===== src/rtl/jtkiwi_rom_pkg.sv =====
// Shared definitions for the CPU ROM responder: fetch FSM states and
// cache line geometry (one line of four bytes filled by a two-word burst).
package jtkiwi_rom_pkg;

    typedef enum logic [1:0] {
        IDLE = 2'd0,
        REQ  = 2'd1,
        DATA = 2'd2
    } state_t;

    localparam int LINE_BYTES  = 4;
    localparam int BURST_WORDS = 2;

endpackage


===== src/rtl/jtkiwi_rom_rsp.sv =====
// CPU ROM fetch responder with a one-line, four-byte cache.
// Hits are answered combinationally; misses fetch the line through a
// two-word SDRAM burst.
// Optional hit/miss statistics counters: define JTKIWI_ROMRSP_STATS_EN.
module jtkiwi_rom_rsp
    import jtkiwi_rom_pkg::*;
#(
    parameter int AW    = 16,
    parameter int STATS = 0
) (
    input  logic          clk,
    input  logic          rstn,
    input  logic          rom_cs,
    input  logic [AW-1:0] rom_addr,
    output logic [7:0]    rom_data,
    output logic          rom_ok,
    input  logic          inv,
    output logic [AW-2:0] sdram_addr,
    output logic          sdram_req,
    input  logic          sdram_gnt,
    input  logic          sdram_dst,
    input  logic [15:0]   sdram_din
`ifdef JTKIWI_ROMRSP_STATS_EN
    ,
    output logic [15:0]   hit_cnt,
    output logic [15:0]   miss_cnt
`endif
);

    // STATS is reserved; statistics are selected only by the macro.
    if (STATS != 0) begin : g_stats_reserved
        $error("jtkiwi_rom_rsp: STATS is reserved and must be 0");
    end

    localparam logic WLAST = 1'(BURST_WORDS - 1);

    state_t                  state_q;
    logic                    valid_q;
    logic                    inv_seen_q;
    logic [AW-3:0]           tag_q;
    logic [AW-3:0]           ftag_q;
    logic [8*LINE_BYTES-1:0] line_q;
    logic [AW-2:0]           addr_q;
    logic                    req_q;
    logic                    wcnt_q;
    logic                    hit;

    // A hit is only reported while no fetch is in flight.
    assign hit        = rom_cs && valid_q && (tag_q == rom_addr[AW-1:2]) && (state_q == IDLE);
    assign rom_ok     = hit;
    assign sdram_req  = req_q;
    assign sdram_addr = addr_q;

    // Little-endian byte select out of the cached line.
    always_comb begin
        rom_data = 8'd0;
        case (rom_addr[1:0])
            2'd0: rom_data = line_q[7:0];
            2'd1: rom_data = line_q[15:8];
            2'd2: rom_data = line_q[23:16];
            2'd3: rom_data = line_q[31:24];
            default: rom_data = 8'd0;
        endcase
    end

    // Fetch FSM: issue the burst on a miss, collect two words, then refresh the tag.
    always_ff @(posedge clk or negedge rstn) begin
        if (!rstn) begin
            state_q    <= IDLE;
            valid_q    <= 1'b0;
            inv_seen_q <= 1'b0;
            tag_q      <= '0;
            ftag_q     <= '0;
            line_q     <= '0;
            addr_q     <= '0;
            req_q      <= 1'b0;
            wcnt_q     <= 1'b0;
        end else begin
            case (state_q)
                IDLE: begin
                    inv_seen_q <= 1'b0;
                    if (inv) valid_q <= 1'b0;
                    if (rom_cs && !hit && !inv) begin
                        ftag_q  <= rom_addr[AW-1:2];
                        addr_q  <= {rom_addr[AW-1:2], 1'b0};
                        req_q   <= 1'b1;
                        wcnt_q  <= 1'b0;
                        state_q <= REQ;
                    end
                end
                REQ: begin
                    if (inv) inv_seen_q <= 1'b1;
                    if (sdram_gnt) begin
                        req_q   <= 1'b0;
                        state_q <= DATA;
                    end
                end
                DATA: begin
                    if (inv) inv_seen_q <= 1'b1;
                    if (sdram_dst) begin
                        line_q[{wcnt_q, 4'd0} +: 16] <= sdram_din;
                        if (wcnt_q == WLAST) begin
                            // An invalidate seen at any point of the burst discards the line.
                            tag_q   <= ftag_q;
                            valid_q <= ~(inv | inv_seen_q);
                            wcnt_q  <= 1'b0;
                            state_q <= IDLE;
                        end else begin
                            wcnt_q <= wcnt_q + 1'b1;
                        end
                    end
                end
                default: state_q <= IDLE;
            endcase
        end
    end

`ifdef JTKIWI_ROMRSP_STATS_EN
    logic          cs_prev_q;
    logic [AW-1:0] addr_prev_q;
    logic [15:0]   hit_cnt_q;
    logic [15:0]   miss_cnt_q;
    logic          hit_evt;
    logic          miss_evt;

    // A hit counts once per new request: rom_cs rising or the address moving.
    assign hit_evt  = hit && (!cs_prev_q || (addr_prev_q != rom_addr));
    assign miss_evt = (state_q == IDLE) && rom_cs && !hit && !inv;
    assign hit_cnt  = hit_cnt_q;
    assign miss_cnt = miss_cnt_q;

    // Saturating hit/miss counters plus the request history used for edge detection.
    always_ff @(posedge clk or negedge rstn) begin
        if (!rstn) begin
            cs_prev_q   <= 1'b0;
            addr_prev_q <= '0;
            hit_cnt_q   <= 16'd0;
            miss_cnt_q  <= 16'd0;
        end else begin
            cs_prev_q   <= rom_cs;
            addr_prev_q <= rom_addr;
            if (hit_evt && (hit_cnt_q != 16'hFFFF))   hit_cnt_q  <= hit_cnt_q + 16'd1;
            if (miss_evt && (miss_cnt_q != 16'hFFFF)) miss_cnt_q <= miss_cnt_q + 16'd1;
        end
    end
`endif

endmodule


===== config.mk =====
export PLATFORM = sky130hd
export DESIGN_NAME = jtkiwi_rom_rsp
export DESIGN_NICKNAME = d
export VERILOG_FILES = /design/src/rtl/jtkiwi_rom_pkg.sv /design/src/rtl/jtkiwi_rom_rsp.sv
export SDC_FILE = /design/constraint.sdc
export NUM_CORES = 1
export LEC_CHECK = 0
export BUFFER_PORTS_ARGS = -buffer_cell sky130_fd_sc_hd__buf_4
export CAP_MARGIN = 20
export CELL_PAD_IN_SITES_DETAIL_PLACEMENT = 1
export CELL_PAD_IN_SITES_GLOBAL_PLACEMENT = 1
export CORE_MARGIN = 4
export CORE_UTILIZATION = 48
export CTS_CLUSTER_SIZE = 40
export DETAILED_ROUTE_END_ITERATION = 8
export GPL_TIMING_DRIVEN = 0
export PLACE_DENSITY = 0.94
export SYNTH_ARGS = -nofsm -noshare
export SYNTH_HDL_FRONTEND = slang
export SYNTH_SLANG_ARGS = --single-unit
export TNS_END_PERCENT = 100

===== constraint.sdc =====
create_clock -name clk -period 5.3 [get_ports clk]
set_input_delay 0.53 -clock clk [delete_from_list [all_inputs] [get_ports clk]]
set_output_delay 0.53 -clock clk [all_outputs]
set_load 0.01 [all_outputs]

==> load_flow_metrics.sql <==
INSERT INTO impl_metrics (metric_group, metric, value, unit) VALUES
('run_status', 'run_status', 'completed', ''),
('worst_setup_path', 'r2r_start', 'state_q[0]', ''),
('drt', 'routed_wire_length_per_instance', '19.7', 'um'),
('finish', 'area_growth_syn_to_layout', '24.4', '%'),
('worst_setup_path', 'critical_path.slowest_cell', 'or4_4', ''),
('yosys', 'synth_seq_cells', '66', ''),
('worst_setup_path', 'critPathRequiredTime', '4770', 'ps'),
('yosys', 'avgSynthCellArea', '15.3', 'um2'),
('clock_tree', 'cts_sinks', '66', ''),
('yosys', 'ys_dominant_reg_cell', 'dfrtp_1', ''),
('yosys', 'netlist_instances', '194', ''),
('die', 'die_area', '7500', 'um2'),
('clock_tree', 'cts_repair_resize_count', '0', ''),
('placement', 'placed_cell_area', '3500', 'um2'),
('global_routing', 'grt_pass1_wl', '11000', 'um'),
('sta', 'report.final.setup_viol', '0', ''),
('worst_setup_path', 'worstSetupPathType', 'register to output pin', ''),
('clock_tree', 'cts_inserted_buffers', '9', ''),
('yosys', 'synth-async-reset-ratio', '100', '%'),
('sta', 'worst_pin_slew', '833', 'ps'),
('yosys', 'yosysWarningCount', '0', ''),
('clock_tree', 'postCtsSetupRepairBufs', '0', ''),
('drt', 'final_antenna_net_count', '0', ''),
('job', 'max_cap_viol_count', '0', ''),
('placement', 'dp_hpwl', '4860', 'um'),
('worst_setup_path', 'timing.critical_path.from_type', 'register', ''),
('sta', 'timing.final.max_slew_violations', '0', ''),
('die', 'fp-row-count', '28', ''),
('worst_setup_path', 'worst_path_largest_cell_delay', '540', 'ps'),
('clock_tree', 'cts.path.max_buffers', '2', ''),
('finish', 'final_layout_size_suffix_gt1_share', '54.1', '%'),
('yosys', 'post_synthesis_cell_area', '2960', 'um2'),
('global_routing', 'use_met1', '22.8', '%'),
('drt', 'detail_route.first_pass.iterations', '4', ''),
('placement', 'gp_routability_congestion', '0.795', ''),
('sta', 'rsz0062_at_grt', 'no', ''),
('die', 'die_w', '86.6', 'um'),
('clock_tree', 'clock-root-buffer', 'clkbuf_8', ''),
('yosys', 'sequential_area_share_after_synthesis', '55.7', '%'),
('worst_setup_path', 'critical_path.cell_chain', 'inv_1 > ha_1 > nand3_1 > or4_4 > nor4_4 > buf_4', ''),
('sta', 'slew_headroom', '44.5', '%'),
('clock_tree', 'clock_insertion_delay_worst_skew', '330', 'ps'),
('pwr', 'leakage', '1.75', 'nW'),
('global_routing', 'grt-busiest-layer', 'met2', ''),
('yosys', 'postSynthNetCount', '235', ''),
('worst_hold_path', 'min-delay-path-class', 'input pin to asynchronous set/reset pin', ''),
('worst_setup_path', 'r2r-end', 'sdram_addr[11]', ''),
('pwr', 'peakVddDrop', '0.343', 'mV'),
('sta', 'hold_viol', '0', ''),
('global_routing', 'm2_gr_usage', '34.7', '%'),
('global_routing', 'antenna_found_initial', '0', ''),
('worst_setup_path', 'timing.critical_path.arrival', '2360', 'ps'),
('yosys', 'yosysUniqueCellTypes', '32', ''),
('sta', 'layout_worst_path_cycle_share', '54.5', '%'),
('pwr', 'power.total', '2.03', 'mW'),
('global_routing', 'globalRoute.totalOverflow', '0', ''),
('global_routing', 'globalRouteMet3Util', '5.70', '%'),
('worst_setup_path', 'critical_path.endpoint_type', 'output pin', ''),
('placement', 'placement.io_buffers', '59', ''),
('sta', 'fin_tns_setup', '0', 'ps'),
('drt', 'vias_per_cell', '5.36', ''),
('drt', 'num_vias', '1839', ''),
('global_routing', 'grt_pass1_vias', '2151', ''),
('worst_setup_path', 'crit_fanout', '7', ''),
('die', 'design.core.area', '5960', 'um2'),
('sta', 'achievable-frequency', '0.346', 'GHz'),
('finish', 'design_area', '3690', 'um2'),
('sta', 'finalClockSkew', '5.38', 'ps'),
('drt', 'routed_wirelength', '6760', 'um'),
('die', 'die_height', '86.6', 'um'),
('finish', 'final_net_count', '305', '');
Yosys cell counts, types with 2 or more instances:
cell type / count / area (um2)
buf_1: 4 / 15.0
clkbuf_1: 2 / 7.51
dfrtp_1: 66 / 1650
ha_1: 3 / 37.5
inv_1: 5 / 18.8
mux2_2: 51 / 574
mux2_4: 9 / 135
mux4_2: 8 / 180
nand2_1: 2 / 7.51
nand3_1: 3 / 15.0
nand4_1: 2 / 12.5
nor2_1: 3 / 11.3
o21ai_0: 5 / 25.0
xnor2_1: 11 / 96.3
xor2_1: 3 / 26.3
how the worst max path moves through the flow:
stage               slack [ps]        from             end  cells after the start
detailed placement        2680  state_q[0]  sdram_addr[11]                      8
CTS                       2360  state_q[0]          rom_ok                      6
global route              2250  state_q[1]          rom_ok                      6
floorplan                 2870  state_q[0]  sdram_addr[10]                      8
finish                    2410  state_q[0]          rom_ok                      6
global placement          2740  state_q[0]  sdram_addr[10]                      8
state kept, by name, summed over array words and instances, names as in the netlist:
signal,flops
state_q,2
wcnt_q,1
sdram_addr,14
sdram_req,1
tag_q,14
line_q,32
valid_q,1
inv_seen_q,1
through the flow:
| step | util [%] | hold slack, ps | std cells | setup slack, ps |
|---|---|---|---|---|
| 4_1_cts | 61.9 | 314 | 343 | 2360 |
| 3_3_place_gp | 58.8 | 462 | 328 | 2740 |
| 6_report | 61.9 | 282 | 343 | 2410 |
| 5_1_grt | 61.9 | 346 | 343 | 2250 |
| 3_5_place_dp | 58.8 | 472 | 328 | 2680 |
| 2_1_floorplan | - | 234 | 194 | 2870 |
per-layer routing:
| layer | wire (um) | share of wire, % |
|---|---|---|
| met1 | 2690 | 40 |
| met2 | 3600 | 53 |
| met3 | 355 | 5.2 |
| met4 | 115 | 1.7 |
| met5 | 0 | 0 |
area by class of cell:
type                    count  area (um2)
multi-input cells         115        1250
plain buffers               8        41.3
inverters                   5        18.8
flip-flops and latches     66        1650
clock buffers              12         145
well taps                  75        93.8
clock inverters             3        40.0
fillers                   602        2270
repair buffers             59         443
critical path: cells and delay by family (launching register included):
family / cells / cell delay, ps
buffers and inverters: 2 / 280
adders and majority gates: 1 / 290
DFF: 1 / 400
and+or+nand+nor: 3 / 1040
layout by cell type, fill, tap and decap left out, drive strengths merged:
cell	instances
o221ai	1
clkbuf	14
o31a	1
xnor2	11
conb	1
mux4	8
nand4	2
nand3b	1
o22a	1
or4	1
nor2	4
inv	5
nor4	2
xor2	3
o31ai	1
buf	65
clkinv	2
nand3	3
mux2	61
nor2b	1
ha	3
o41ai	1
a21boi	1
a21o	1
dfrtp	66
bufinv	1
nand2	2
o21ai	5
power by group:
part	internal [mW]	total (mW)	switching, mW
Sequential	0.746	0.904	0.158
Combinational	0.444	0.718	0.275
Clock	0.226	0.406	0.179
cells by family after synthesis:
family,count (synthesis),share of synthesized area [%]
multiplexers,69,30.4
flip-flops,66,55.7
adder cells (fa/ha/maj),3,1.27
other,1,0.127
AO/OA/AOI/OAI,12,2.79
AND/OR/NAND/NOR,16,3.55
XOR/XNOR,14,4.14
buffers and inverters,13,2.03
Power figures use the tool's default switching activity.
